--- src/rtl/dtb_pkg.sv ---
// dtb_pkg: shared trace-buffer widths and arbiter slot encoding.
package dtb_pkg;
  localparam int TRB_WIDTH = 8;
  localparam int TRB_ADDR_WIDTH = 3;
  localparam int TRB_DEPTH = 2 ** TRB_ADDR_WIDTH;
  typedef enum logic [1:0] {W, R, H} slot_t;
endpackage

--- src/rtl/trb_mem_arbiter.sv ---
// trb_mem_arbiter: time-slots one BRAM port between logger writes, logger reads and host peeks.
module trb_mem_arbiter
  import dtb_pkg::*;
(
  input  logic                      CLK_I,
  input  logic                      RST_I,
  input  logic                      FLUSH_I,
  input  logic                      LOG_WRITE_I,
  input  logic [TRB_ADDR_WIDTH-1:0] LOG_WPTR_I,
  input  logic [TRB_WIDTH-1:0]      LOG_WDATA_I,
  input  logic                      LOG_READ_I,
  input  logic [TRB_ADDR_WIDTH-1:0] LOG_RPTR_I,
  output logic [TRB_WIDTH-1:0]      LOG_RDATA_O,
  output logic                      RW_TURN_O,
  output logic                      WRITE_ALLOW_O,
  output logic                      READ_ALLOW_O,
  input  logic                      HOST_REQ_I,
  input  logic [TRB_ADDR_WIDTH-1:0] HOST_ADDR_I,
  output logic                      HOST_GNT_O,
  output logic                      HOST_VALID_O,
  output logic [TRB_WIDTH-1:0]      HOST_RDATA_O,
  output logic [TRB_ADDR_WIDTH-1:0] MEM_ADDR_O,
  output logic                      MEM_WE_O,
  output logic [TRB_WIDTH-1:0]      MEM_WDATA_O,
  input  logic [TRB_WIDTH-1:0]      MEM_RDATA_I
);
  localparam logic [TRB_ADDR_WIDTH:0] CNT_FULL = TRB_DEPTH[TRB_ADDR_WIDTH:0];
  localparam logic [TRB_ADDR_WIDTH:0] CNT_ONE = 1;
  slot_t state, state_nxt;
  logic [TRB_ADDR_WIDTH:0] cnt;
  logic was_r, was_h, wr_commit, rd_commit;
  always_ff @(posedge CLK_I or posedge RST_I)
    if (RST_I) state <= W;
    else state <= state_nxt;
  always_comb begin
    state_nxt = state == W ? R : (state == R && HOST_REQ_I) ? H : W;
    RW_TURN_O = state == W;
    HOST_GNT_O = state == H;
    MEM_ADDR_O = state == W ? LOG_WPTR_I : state == R ? LOG_RPTR_I : HOST_ADDR_I;
    wr_commit = (state == W) & LOG_WRITE_I & WRITE_ALLOW_O;
    rd_commit = (state == R) & LOG_READ_I & READ_ALLOW_O;
    MEM_WE_O = wr_commit;
  end
  assign WRITE_ALLOW_O = cnt != CNT_FULL;
  assign READ_ALLOW_O = cnt != '0;
  assign MEM_WDATA_O = LOG_WDATA_I;
  // BRAM data lands one cycle after the slot, so capture is keyed off the previous slot
  always_ff @(posedge CLK_I or posedge RST_I)
    if (RST_I) begin
      cnt <= '0;
      was_r <= 1'b0;
      was_h <= 1'b0;
      LOG_RDATA_O <= '0;
      HOST_RDATA_O <= '0;
      HOST_VALID_O <= 1'b0;
    end else begin
      cnt <= FLUSH_I ? '0 : wr_commit ? cnt + CNT_ONE : rd_commit ? cnt - CNT_ONE : cnt;
      was_r <= state == R;
      was_h <= state == H;
      HOST_VALID_O <= was_h;
      if (was_r) LOG_RDATA_O <= MEM_RDATA_I;
      if (was_h) HOST_RDATA_O <= MEM_RDATA_I;
    end
endmodule
--- config.mk ---
export PLATFORM = sky130hd
export DESIGN_NAME = trb_mem_arbiter
export DESIGN_NICKNAME = d
export VERILOG_FILES = /design/src/rtl/dtb_pkg.sv /design/src/rtl/trb_mem_arbiter.sv
export SDC_FILE = /design/constraint.sdc
export NUM_CORES = 1
export LEC_CHECK = 0
export BUFFER_PORTS_ARGS = -buffer_cell sky130_fd_sc_hd__buf_2
export CAP_MARGIN = 20
export CORE_ASPECT_RATIO = 1.25
export CORE_MARGIN = 4
export CORE_UTILIZATION = 35
export DETAILED_ROUTE_END_ITERATION = 10
export PLACE_DENSITY = 0.64
export SYNTH_ARGS = -nofsm -noshare
export SYNTH_HDL_FRONTEND = slang
export SYNTH_SLANG_ARGS = --single-unit
--- constraint.sdc ---
create_clock -name CLK_I -period 4.7 [get_ports CLK_I]
set_input_delay 1.175 -clock CLK_I [delete_from_list [all_inputs] [get_ports CLK_I]]
set_output_delay 1.175 -clock CLK_I [all_outputs]
set_load 0.05 [all_outputs]
==> flow_summary.ini, run 1 <==
[logic_synthesis]
synth_edf_count = 0
synth_area_leaders = dfrtp_1, mux2_1, buf_4
synth_top_area_share_pct = 51.2
synth_cell_types = 33
syn-cell-area_um2 = 1220
ys.flop_type = dfrtp_1
yosysMostFrequentCell = dfrtp_1
synthArstFlopShare_pct = 100
yosys.area.top_type = dfrtp_1
synth_common_cells = dfrtp_1, mux2_1, buf_4
ys_seq_area_share_pct = 51.2
synth.net_count = 130
avgSynthCellArea_um2 = 12.7
synth-seq-cells = 25
syn_inst = 96
yosysWarnings = 0

[timing]
rsz0062_at_grt = false
min_period_over_period_pct = 69.3
finalHoldViolations = 0
tns_ns = 0
finalCriticalPeriod_ns = 3.25
skew_ns = 0.00811
worst_pin_slew_ns = 0.397
report.final.setup_viol = 0
fmax_mhz = 307
slew_headroom_pct = 73.5
slew_viol_final = 0

[setup_path]
crit_type = in -> out
worstPathRequired_ns = 3.52
cpPeakStageDelay_ns = 0.28
critPathSlowestCell = nor3b_4
cp.arrival_ns = 2.08
worstPathMaxFanout = 5
worstPathCellList = buf_2 > nor3b_4 > nand2_1 > inv_1 > buf_2
cpMostUsedCell = buf_2
worst_setup_path_start_kind = primary input
end_kind = primary output

[global_routing]
grt_pass1_wl_um = 3900
grt_max_degree = 26
grt_pass1_vias = 860
grtUsageTotal_pct = 11.4
antenna_found_initial = 0
overflow = 0

[final_layout]
fillers = 303
layout-drive-gt1-share_pct = 46.3
syn_to_final_growth_pct = 22.0
seq_area_um2 = 626
final_nets = 171
fin_util_pct = 45.5
antenna_cells = 0
multi_input_comb_area_um2 = 492

[power]
leakage_nw = 0.734
powerDensity_nw_per_um2 = 824
vdd_drop_max_uv = 504

[clock_network]
hold_buffers = 0
ctsLongestPathBuffers = 2
clock_latency_ns = 0.26
cts.clk_slew.worst_paths_ns = 0.08
cts_root_buf = clkbuf_8
cts-buffers-inserted = 3
cts_tree = built
cts_sinks = 25
postCtsSetupBuffers = 0
htreeDepth = 1
cts_resized = 0

[die]
ios = 64
initial_core_util_pct = 37.3
die_w_um = 60.9
core-area_um2 = 3280
placementRows = 23
die_area_um2 = 4510
die_y_um = 74.1

[drt]
post_drt_wl_per_cell_um = 14.1
drtIter0Drc = 29
ant_nets = 0
dr.pass1.iters = 3
via_per_inst = 4.84
vias = 837
drt-total-wl_um = 2430
drc = 0

[min_path]
hp-class = reg -> reg

[place]
io_buffers = 47
hpwl_um = 2000
routabilityCongestion = 0.723

[job]
maxCapViolations = 0

[outcome]
outcome = completed
-- cell usage in the layout, fill, tap and decap left out, types with 2 or more instances in the layout --
cell type  synthesis  routed
a21oi_1            2       2
ha_1               2       2
nand2_1            5       5
mux2i_1            3       3
clkbuf_8           0       3
mux2_2             4       4
dfrtp_1           25      25
o2bb2ai_1          2       2
mux2_1            12      12
o21ai_1            3       3
buf_2              0      47
inv_1              5       5
nand3_1            2       2
-- cells by family after synthesis --
family,share of synthesized area (%)
simple gates,10.7
mux,17.2
buf+inv,8.60
fa+ha+maj,3.68
xor+xnor,0.717
flops,51.2
compound gates,7.88
-- final timing paths --
path	start	end	slack, ns	cells after the start
worst min-delay path	LOG_RDATA_O[6]	LOG_RDATA_O[6]	0.49	1
worst max-delay path	LOG_WRITE_I	MEM_WE_O	1.45	5
worst min register to register	LOG_RDATA_O[6]	LOG_RDATA_O[6]	0.49	1
max in group asynchronous	RST_I	cnt[0]	3.57	3
min in group asynchronous	RST_I	HOST_RDATA_O[4]	0.78	2
worst max register to register	cnt[1]	cnt[2]	2.61	6
-- routing by layer --
| metal | global-route usage [%] | up-vias | part of all wire, % |
|---|---|---|---|
| met5 | 0 | - | 0 |
| met4 | 3.61 | 0 | 0.37 |
| met3 | 3.82 | 2 | 10 |
| met2 | 20.0 | 38 | 50 |
| met1 | 12.8 | 396 | 39 |
| li1 | - | 401 | - |
-- power breakdown --
part,switching [mW],internal (mW)
registers,0.0862,0.309
logic,0.510,0.203
clock network,0.0621,0.0590
-- layout make-up --
type                            count  area share, %
Tap cell                           37           3.10
Multi-Input combinational cell     54           33.0
Clock buffer                        3           2.77
Sequential cell                    25           41.9
Timing Repair Buffer               48           17.6
Clock inverter                      1          0.336
Inverter                            5           1.26
-- state kept, by name (all words and copies together) (netlist names) --
name and cells:
HOST_VALID_O 1, state 2, was_h 1, LOG_RDATA_O 8, HOST_RDATA_O 8, was_r 1, cnt 4
-- per-stage QoR --
stage          setup slack, ns  hold slack, ns  area [µm²]  total power, mW  std cells
6_report                  1.45           0.487        1490             1.23        173
5_1_grt                   1.35           0.514        1490             1.31        173
4_1_cts                   1.44           0.493        1460             1.24        172
3_5_place_dp              1.44           0.473        1420             1.12        168
3_3_place_gp              1.48           0.463        1420             1.10        168
2_1_floorplan             1.59           0.352        1220            0.984         96
-- worst max-delay path, delay by kind of cell --
| family | cells | cell delay [ns] |
|---|---|---|
| simple gates | 2 | 0.44 |
| buf+inv | 3 | 0.46 |
(Power assumes the default switching activity.)
==> run 2: changes to the inputs <==
clock period = 3.4 ns   (was 4.7 ns; I/O delays follow)
==> run 2 against run 1 <==
- die area unchanged
- register-to-register slack got worse by 1.3 ns
- clock-buffer cell count is the same
- combinational power rose by 38%
- final area shrank 1.8%
- sequential share of layout area rose by 0.79 points
- critical path type unchanged
- largest power group unchanged
==> flow_summary.ini, run 2 (synthesis results as in run 1) <==
[drt]
ant_nets = 0
drtIter0Drc = 18
post_drt_wl_per_cell_um = 14.3
drt-total-wl_um = 2450
dr.pass1.iters = 2
drc = 0
via_per_inst = 4.90
vias = 843

[min_path]
hp-class = reg -> reg
worstHoldPathCells = 1
hold-path-endpoint = LOG_RDATA_O[1]
worstHoldStart = LOG_RDATA_O[1]

[power]
powerDensity_nw_per_um2 = 1160
vdd_drop_max_uv = 841
finalPower_mw = 1.70
leakage_nw = 0.721

[global_routing]
grt_max_degree = 26
grt_pass1_vias = 890
overflow = 0
grtUsageTotal_pct = 10.9
antenna_found_initial = 0
grt_pass1_wl_um = 3800

[place]
dp_slack_ns = 0.801
routabilityCongestion = 0.726
hpwl_um = 1990
io_buffers = 47

[clock_network]
clock_latency_ns = 0.26
cts.clk_slew.worst_paths_ns = 0.08
postCtsSetupBuffers = 0
hold_buffers = 0
htreeDepth = 1
cts-buffers-inserted = 3
cts_resized = 0
ctsLongestPathBuffers = 2
cts_tree = built
cts_root_buf = clkbuf_8
cts_sinks = 25

[timing]
slew_viol_final = 0
slew_headroom_pct = 38.2
tns_ns = 0
layout_setup_ws_ns = 0.797
fmax_mhz = 384
finalCriticalPeriod_ns = 2.60
rsz0062_at_grt = false
min_period_over_period_pct = 76.6
skew_ns = 0.00466
worst_pin_slew_ns = 0.927
finalHoldViolations = 0
report.final.setup_viol = 0

[setup_path]
critPathSlowestCell = nor3b_4
worstPathCellList = buf_2 > nor3b_4 > nand2_1 > inv_1 > buf_2
crit_type = in -> out
worstPathMaxFanout = 5
end_kind = primary output
cpMostUsedCell = buf_2
rrSetupSlack_ns = 1.33
worstPathRequired_ns = 2.55
cp.arrival_ns = 1.75
reg2reg_from = cnt[1]
cpPeakStageDelay_ns = 0.27
r2r_cells = 6
reg2reg_to = cnt[2]
worst_setup_path_start_kind = primary input

[die]
die_y_um = 74.1
placementRows = 23
initial_core_util_pct = 37.3
die_area_um2 = 4510
core-area_um2 = 3280
die_w_um = 60.9
ios = 64

[final_layout]
most-common-layout-cells = buf_2, dfrtp_1, mux2_1
antenna_cells = 0
syn_to_final_growth_pct = 19.8
layout_commonest_cell = buf_2
top_regs = HOST_RDATA_O (8), LOG_RDATA_O (8), cnt (4)
final_nets = 170
layout-drive-gt1-share_pct = 45.9

[outcome]
outcome = completed

[job]
maxCapViolations = 0
==> run 2: cell count changes in the layout (fill, tap and decap cells not counted) <==
cell and delta:
buf_16 -1
==> run 2: metal layers <==
metal | share of wire [%] | vias to the layer above | wire length (µm) | GRT usage, %
li1 | - | 401 | - | -
met1 | 39 | 402 | 954 | 11.8
met2 | 51 | 38 | 1250 | 20.6
met3 | 9.8 | 2 | 241 | 2.95
met4 | 0.37 | 0 | 9 | 2.89
met5 | 0 | - | 0 | 0
==> run 2: power by group <==
part / leakage (nW) / internal [mW] / switching, mW / total, mW
registers: 0.307 / 0.427 / 0.117 / 0.544
clock network: 0.0255 / 0.0817 / 0.0899 / 0.172
logic: 0.389 / 0.277 / 0.707 / 0.984
==> run 2: how the worst max path moves through the flow <==
stage / start / endpoint / slack [ns] / depth (start not counted)
floorplan: LOG_RPTR_I[0] / MEM_ADDR_O[0] / 0.94 / 2
global placement: LOG_WRITE_I / MEM_WE_O / 0.83 / 5
detailed placement: LOG_WRITE_I / MEM_WE_O / 0.80 / 5
CTS: LOG_WRITE_I / MEM_WE_O / 0.80 / 5
global route: LOG_WRITE_I / MEM_WE_O / 0.70 / 5
finish: LOG_WRITE_I / MEM_WE_O / 0.80 / 5
==> run 2: final cells by class <==
class                   count  area (µm²)
inverters                   5        18.8
clock inverters             1        5.00
multi-input cells          54         492
well taps                  37        46.3
fillers                   318        1820
flip-flops and latches     25         626
clock buffers               3        41.3
repair buffers             47         235
==> run 2: critical path, delay by kind of cell <==
| family | cells | cell delay, ns |
|---|---|---|
| buffers and inverters | 3 | 0.47 |
| and+or+nand+nor | 2 | 0.43 |
==> run 2: metrics by stage <==
stage	area, µm²	utilization (%)	std cells	hold slack, ns
finish	1460	44.6	172	0.487
global route	1460	44.6	172	0.514
CTS	1460	44.6	172	0.491
floorplan	1220	-	96	0.352
global placement	1420	43.2	168	0.463
detailed placement	1420	43.2	168	0.472
